## config.mk

```make
export PLATFORM = sky130hd
export DESIGN_NAME = activation_stream
export DESIGN_NICKNAME = d
export VERILOG_FILES = /design/src/rtl/activation_pkg.sv /design/src/rtl/activation_lane.sv /design/src/rtl/activation_stream.sv
export SDC_FILE = /design/constraint.sdc
export NUM_CORES = 1
export LEC_CHECK = 0
export BUFFER_PORTS_ARGS = -buffer_cell sky130_fd_sc_hd__clkbuf_2
export CORE_ASPECT_RATIO = 0.75
export CORE_MARGIN = 2
export CORE_UTILIZATION = 48
export CTS_CLUSTER_DIAMETER = 150
export DETAILED_ROUTE_END_ITERATION = 8
export MAX_ROUTING_LAYER = met4
export PLACE_DENSITY = 0.74
export RECOVER_POWER = 100
export SLEW_MARGIN = 20
export SYNTH_ARGS = -nofsm -noshare
export SYNTH_HDL_FRONTEND = slang
export SYNTH_SLANG_ARGS = --single-unit
```

## constraint.sdc

```tcl
create_clock -name clk -period 3.1 [get_ports clk]
set_clock_uncertainty 0.2 [all_clocks]
set_input_delay 0.31 -clock clk [delete_from_list [all_inputs] [get_ports clk]]
set_output_delay 0.31 -clock clk [all_outputs]
set_load 0.005 [all_outputs]
```

## src/rtl/activation_pkg.sv

```systemverilog
// Shared types and fixed-point helpers for the streaming activation unit.
package activation_pkg;

  typedef enum logic [2:0] {
    RELU    = 3'd0,
    SIGMOID = 3'd1,
    TANH    = 3'd2,
    IDENT   = 3'd3,
    LEAKY   = 3'd4
  } mode_t;

  typedef enum logic [1:0] {
    IDLE  = 2'd0,
    RUN   = 2'd1,
    DRAIN = 2'd2
  } state_t;

  localparam int DEF_S = 7;

  // ONE in S-fractional-bit fixed point; also the saturation bound for sigmoid/tanh.
  function automatic int one_val(input int s);
    return 1 << s;
  endfunction

  function automatic int half_val(input int s);
    return (1 << s) >> 1;
  endfunction

endpackage

```

## src/rtl/activation_lane.sv

```systemverilog
// Combinational activation function for one signed fixed-point element.
module activation_lane
  import activation_pkg::*;
#(
  parameter int DATA_WIDTH = 11,
  parameter int S          = DEF_S,
  parameter int LEAK_SHIFT = 3
) (
  input  logic [2:0]                   mode_i,
  input  logic signed [DATA_WIDTH-1:0] x_i,
  output logic        [DATA_WIDTH-1:0] y_o
);

  localparam int W = DATA_WIDTH + 2;
  localparam logic signed [W-1:0] ONE_W     = W'(one_val(S));
  localparam logic signed [W-1:0] NEG_ONE_W = -ONE_W;
  localparam logic signed [W-1:0] HALF_W    = W'(half_val(S));
  localparam logic [DATA_WIDTH-1:0] ONE_D     = DATA_WIDTH'(one_val(S));
  localparam logic [DATA_WIDTH-1:0] NEG_ONE_D = DATA_WIDTH'(-one_val(S));

  logic signed [W-1:0] x_w;
  logic signed [W-1:0] sig_w;

  assign x_w   = {{2{x_i[DATA_WIDTH-1]}}, x_i};
  assign sig_w = (x_w >>> 2) + HALF_W;

  // NOTE: y_o gets a value on every path (default arm included), so no latch is inferred.
  always_comb begin
    unique case (mode_i)
      RELU:    y_o = x_w[W-1] ? '0 : x_i;
      SIGMOID: begin
        if (sig_w[W-1])         y_o = '0;
        else if (sig_w > ONE_W) y_o = ONE_D;
        else                    y_o = DATA_WIDTH'(sig_w);
      end
      TANH: begin
        if (x_w > ONE_W)          y_o = ONE_D;
        else if (x_w < NEG_ONE_W) y_o = NEG_ONE_D;
        else                      y_o = x_i;
      end
      IDENT:   y_o = x_i;
      LEAKY:   y_o = x_w[W-1] ? DATA_WIDTH'(x_w >>> LEAK_SHIFT) : x_i;
      default: y_o = '0;
    endcase
  end

endmodule

```

## src/rtl/activation_stream.sv

```systemverilog
// Streaming activation stage: beat-serial row input, one output register with
// valid/ready back-pressure, last/done framing toward the output buffer.
module activation_stream
  import activation_pkg::*;
#(
  parameter int DATA_WIDTH = 11,
  parameter int SA_LENGTH  = 256,
  parameter int LANES      = 16,
  parameter int S          = DEF_S,
  parameter int LEAK_SHIFT = 3
) (
  input  logic                             clk,
  input  logic                             async_rst,
  input  logic                             sync_rst,
  input  logic                             start,
  input  logic [2:0]                       mode,
  input  logic                             in_valid,
  output logic                             in_ready,
  input  logic [LANES-1:0][DATA_WIDTH-1:0] in_data,
  output logic                             out_valid,
  input  logic                             out_ready,
  output logic [LANES-1:0][DATA_WIDTH-1:0] out_data,
  output logic                             out_last,
  output logic                             busy,
  output logic                             done
);

  localparam int BEATS = SA_LENGTH / LANES;
  localparam int CW    = (BEATS > 1) ? $clog2(BEATS) : 1;
  localparam logic [CW-1:0] LAST_BEAT = CW'(BEATS - 1);

  if (SA_LENGTH % LANES != 0) begin : g_bad_cfg
    $error("activation_stream: SA_LENGTH must be a multiple of LANES");
  end

  state_t                             state_q, state_d;
  logic [CW-1:0]                      cnt_q, cnt_d;
  logic [2:0]                         mode_q, mode_d;
  logic                               out_valid_q, out_valid_d;
  logic                               out_last_q, out_last_d;
  logic [LANES-1:0][DATA_WIDTH-1:0]   out_data_q, out_data_d;
  logic                               done_q, done_d;
  logic [LANES-1:0][DATA_WIDTH-1:0]   lane_y;
  logic                               in_accept, out_accept;

  for (genvar i = 0; i < LANES; i++) begin : g_lane
    activation_lane #(
      .DATA_WIDTH (DATA_WIDTH),
      .S          (S),
      .LEAK_SHIFT (LEAK_SHIFT)
    ) u_lane (
      .mode_i (mode_q),
      .x_i    (in_data[i]),
      .y_o    (lane_y[i])
    );
  end

  // The single output slot may be refilled in the same cycle it drains.
  assign in_ready   = (state_q == RUN) && (!out_valid_q || out_ready);
  assign in_accept  = in_valid && in_ready;
  assign out_accept = out_valid_q && out_ready;

  always_comb begin
    state_d     = state_q;
    cnt_d       = cnt_q;
    mode_d      = mode_q;
    done_d      = 1'b0;
    out_valid_d = out_valid_q;
    out_last_d  = out_last_q;
    out_data_d  = out_data_q;

    unique case (state_q)
      IDLE: begin
        if (start) begin
          mode_d  = mode;
          cnt_d   = '0;
          state_d = RUN;
        end
      end
      RUN: begin
        if (in_accept) begin
          if (cnt_q == LAST_BEAT) state_d = DRAIN;
          else                    cnt_d   = cnt_q + CW'(1);
        end
      end
      DRAIN: begin
        if (out_accept) begin
          done_d  = 1'b1;
          state_d = IDLE;
        end
      end
      default: state_d = IDLE;
    endcase

    if (in_accept) begin
      out_data_d  = lane_y;
      out_valid_d = 1'b1;
      out_last_d  = (cnt_q == LAST_BEAT);
    end else if (out_accept) begin
      out_valid_d = 1'b0;
      out_last_d  = 1'b0;
    end
  end

  // NOTE: state registers use non-blocking assignments so every flop samples pre-edge values.
  always_ff @(posedge clk or negedge async_rst) begin
    if (!async_rst) begin
      state_q     <= IDLE;
      cnt_q       <= '0;
      mode_q      <= '0;
      out_valid_q <= 1'b0;
      out_last_q  <= 1'b0;
      out_data_q  <= '0;
      done_q      <= 1'b0;
    end else if (sync_rst) begin
      state_q     <= IDLE;
      cnt_q       <= '0;
      mode_q      <= '0;
      out_valid_q <= 1'b0;
      out_last_q  <= 1'b0;
      out_data_q  <= '0;
      done_q      <= 1'b0;
    end else begin
      state_q     <= state_d;
      cnt_q       <= cnt_d;
      mode_q      <= mode_d;
      out_valid_q <= out_valid_d;
      out_last_q  <= out_last_d;
      out_data_q  <= out_data_d;
      done_q      <= done_d;
    end
  end

  assign out_valid = out_valid_q;
  assign out_last  = out_last_q;
  assign out_data  = out_data_q;
  assign done      = done_q;
  assign busy      = (state_q == RUN) || (state_q == DRAIN);

endmodule

```

==> flow_metrics.py <==
metrics = {
    "run_status": {
        "status": "finished with violations",
        "violations": "capacitance limit, slew limit",
    },
    "drt": {
        "drcViolationCount": 0,
        "wl_per_cell_um": 22.7,
        "vias": 15500,
        "antenna_left": 0,
        "drt_iter0_drc": 1799,
        "postRouteWirelength_mm": 53.1,
        "dr.pass1.iters": 6,
        "vias_per_cell": 6.65,
    },
    "power_and_ir_drop": {
        "cellPowerDensity_mw_per_mm2": 468,
        "clockPowerShare_pct": 30.2,
        "p_comb_share_pct": 34.2,
        "peakVddDrop_uv": 430,
        "sw_frac_of_total_pct": 37.1,
        "p_sw_uw": 2970,
        "seqPwrFrac_pct": 35.6,
        "p_int_uw": 5030,
        "p_leak_uw": 0.00757,
    },
    "grt": {
        "grt_use_met1_pct": 49.9,
        "antenna_found_initial": 3,
        "grt_pass1_vias": 14700,
        "grt.met3_usage_pct": 7.46,
        "gr-total-overflow": 0,
        "track_usage_pct": 37.2,
        "grt_max_degree": 81,
        "globalRoute.busiestLayer": "met2",
        "grtUsageMet2_pct": 56.4,
        "grt_pass1_wl_mm": 82.5,
    },
    "finish": {
        "final_nets": 2194,
        "multi_input_area_mm2": 0.00778,
        "final_layout_size_suffix_gt1_share_pct": 18.2,
        "fillers": 2369,
        "finish.utilization_pct": 63.3,
        "area_growth_pct": 29.6,
        "postLayoutCellArea_mm2": 0.0171,
        "regArea_mm2": 0.00471,
    },
    "yosys": {
        "avgSynthCellArea_um2": 8.61,
        "ys.flop_type": "dfrtp_1",
        "yosys_register_bits": 188,
        "synth_cell_types": 79,
        "async_flop_share_pct": 100,
        "syn_inst": 1533,
        "synth-seq-area-share_pct": 35.6,
        "synth-edff-count": 0,
        "syn_area_mm2": 0.0132,
        "yosysWarnings": 0,
        "syn-num-nets": 1756,
    },
    "worst_hold_path": {
        "hp-class": "input port to flop",
        "hold_path_end": "out_data[135]$_DFFE_PN0P_",
        "hp-start": "in_data[137]",
        "hold_depth": 2,
    },
    "sta": {
        "rsz0062_at_grt": "no",
        "min_period_ns": 2.98,
        "fmax_mhz": 336,
        "tightestPinTransition_ns": 2.21,
        "maxSlewHeadroom_pct": -47.5,
        "post-route-period-util_pct": 96.0,
        "setup_tns_ns": 0,
        "finalHoldViolCount": 0,
        "drv_slew": 81,
        "setup_violations": 0,
    },
    "clocking": {
        "cts.path.max_buffers": 2,
        "cts_num_sinks": 188,
        "root_buffer": "clkbuf_16",
        "cts_tree": "done",
        "cts_buffers": 17,
        "insertion_delay_ns": 0.45,
        "htree_levels": 4,
        "post_cts_buffers": 0,
        "cts.reportedPaths.clkPinSlew_ns": 0.07,
    },
    "setup_path": {
        "path_max_fanout": 19,
        "cp-start-kind": "flop",
        "crit_path_end_kind": "flop",
        "r2r-end": "out_data[24]$_DFFE_PN0P_",
        "critPathLaunch": "mode_q[0]$_DFFE_PN0P_",
        "critPathArrivalTime_ns": 3.08,
        "r2r_slack_ns": 0.12,
        "crit_type": "flop to flop",
        "worstReg2RegStart": "mode_q[0]$_DFFE_PN0P_",
        "worst-r2r-cell-count": 5,
        "cp.required_ns": 3.20,
    },
    "floorplanning": {
        "num_rows": 52,
        "core_mm2": 0.0270,
        "dieArea_mm2": 0.0289,
        "pin_count": 366,
        "die_h_um": 148,
        "dieWidth_um": 195,
        "start_util_pct": 48.9,
    },
    "placement": {
        "gp_congestion": 0.981,
        "io_buffer_count": 365,
        "dp_hpwl_mm": 36.8,
        "dpl_cell_area_mm2": 0.0155,
    },
    "flow_run": {
        "cap_viol_max_count": 1,
    },
}
[cells by family (layout without fill, tap and decap cells)]
logic type | after synthesis | after routing | synth area share, %
AOI/OAI and AO/OA | 621 | 621 | 34.7
and+or+nand+nor | 472 | 472 | 18.2
DFF | 188 | 188 | 35.6
buffers and inverters | 186 | 636 | 5.69
adders and majority gates | 38 | 38 | 3.60
muxes | 25 | 25 | 1.95
xor gates and xnor gates | 3 | 3 | 0.199
other | 0 | 3 | 0
[stage by stage]
| step | hold slack [ns] | power, uW | instances | setup slack, ns |
|---|---|---|---|---|
| floorplan | -0.186 | 4310 | 1533 | 0.676 |
| global placement | 0.195 | 5450 | 2184 | 0.405 |
| detailed placement | 0.205 | 5490 | 2184 | 0.284 |
| CTS | 0.00443 | 8010 | 2334 | 0.0266 |
| global route | 0.0171 | 8330 | 2337 | 0.000610 |
| finish | 0.0169 | 8000 | 2337 | 0.124 |
[how the worst max path moves through the flow]
| stage | end | slack, ns | cells after the start |
|---|---|---|---|
| after detailed placement | out_data[132]$_DFFE_PN0P_ | 0.28 | 7 |
| after global routing | out_data[91]$_DFFE_PN0P_ | 0.0006 | 7 |
| final | out_data[24]$_DFFE_PN0P_ | 0.12 | 5 |
| after global placement | out_data[132]$_DFFE_PN0P_ | 0.40 | 7 |
| after floorplan | out_data[110]$_DFFE_PN0P_ | 0.68 | 7 |
| after CTS | out_data[91]$_DFFE_PN0P_ | 0.03 | 9 |
[Yosys cell counts (22+ instances only)]
cell type / count / share of area, %
nand2_1: 114 / 3.2
nor2_1: 90 / 2.6
inv_1: 61 / 1.7
a221o_1: 97 / 7.4
a21oi_1: 119 / 4.5
clkbuf_1: 94 / 2.7
nand2b_1: 22 / 1.0
o21ai_0: 54 / 2.0
a22o_1: 33 / 2.2
nor3_1: 58 / 2.2
o21ai_1: 56 / 2.1
nand3_1: 43 / 1.6
a22oi_1: 24 / 1.4
nand4_1: 40 / 1.9
ha_1: 38 / 3.6
a32o_1: 37 / 2.8
a32oi_1: 25 / 1.7
dfrtp_1: 188 / 36
a211oi_1: 22 / 1.3
[worst max-delay path: stages, from the launching register on]
cell and delay (ns):
dfrtp_2 0.64, or2_1 0.67, buf_4 0.31, o21ai_0 0.10
o21ai_0 0.68, o221ai_1 0.20
[layout by cell type, fill, tap and decap left out, drive strengths merged, types with 25 or more instances in the layout]
| cell | count |
|---|---|
| a32oi | 25 |
| nand4 | 40 |
| o21ai | 110 |
| nand2 | 114 |
| a22o | 33 |
| buf | 46 |
| nor3 | 58 |
| a32o | 37 |
| nor2 | 91 |
| a21oi | 121 |
| a221o | 97 |
| dlygate4sd3 | 119 |
| clkbuf | 394 |
| dfrtp | 188 |
| ha | 38 |
| nand3 | 43 |
| inv | 67 |
[sequential cells by signal, summed over array words and instances (netlist names)]
register / count
out_data: 176
done: 1
out_last: 1
state_q: 2
cnt_q: 4
mode_q: 3
out_valid: 1
[power groups by stage]
| stage | sequential (uW) | clock (uW) | combinational, uW |
|---|---|---|---|
| detailed placement | 2890 | 0 | 2600 |
| global route | 2870 | 2520 | 2950 |
| CTS | 2850 | 2430 | 2730 |
| floorplan | 2840 | 0 | 1460 |
| global placement | 2890 | 0 | 2570 |
| finish | 2850 | 2410 | 2730 |
[layout make-up]
cell class / count / share of cell area (%)
multi-input combinational: 1159 / 45.5
sequential: 188 / 27.5
timing repair buffer: 540 / 19.3
tap: 351 / 2.57
clock buffer: 19 / 2.53
inverter: 65 / 1.43
clock inverter: 12 / 1.09
antenna: 3 / 0.0439
[what timing repair did]
action | 4_1_cts | 5_1_grt
endpoints found under the setup margin | 0 | 2
gates resized for setup | 0 | 5
hold endpoints to repair | 183 | 0
hold buffers | 119 | 0
[per-layer routing]
metal / routed length, um / vias to the layer above / share of wire [%]
met5: 0 / - / 0
met4: 1590 / 0 / 3.0
met3: 5620 / 111 / 11
met2: 24200 / 992 / 46
met1: 21700 / 7503 / 41
li1: - / 6926 / -
No activity file was read; power rests on OpenSTA's default activity.
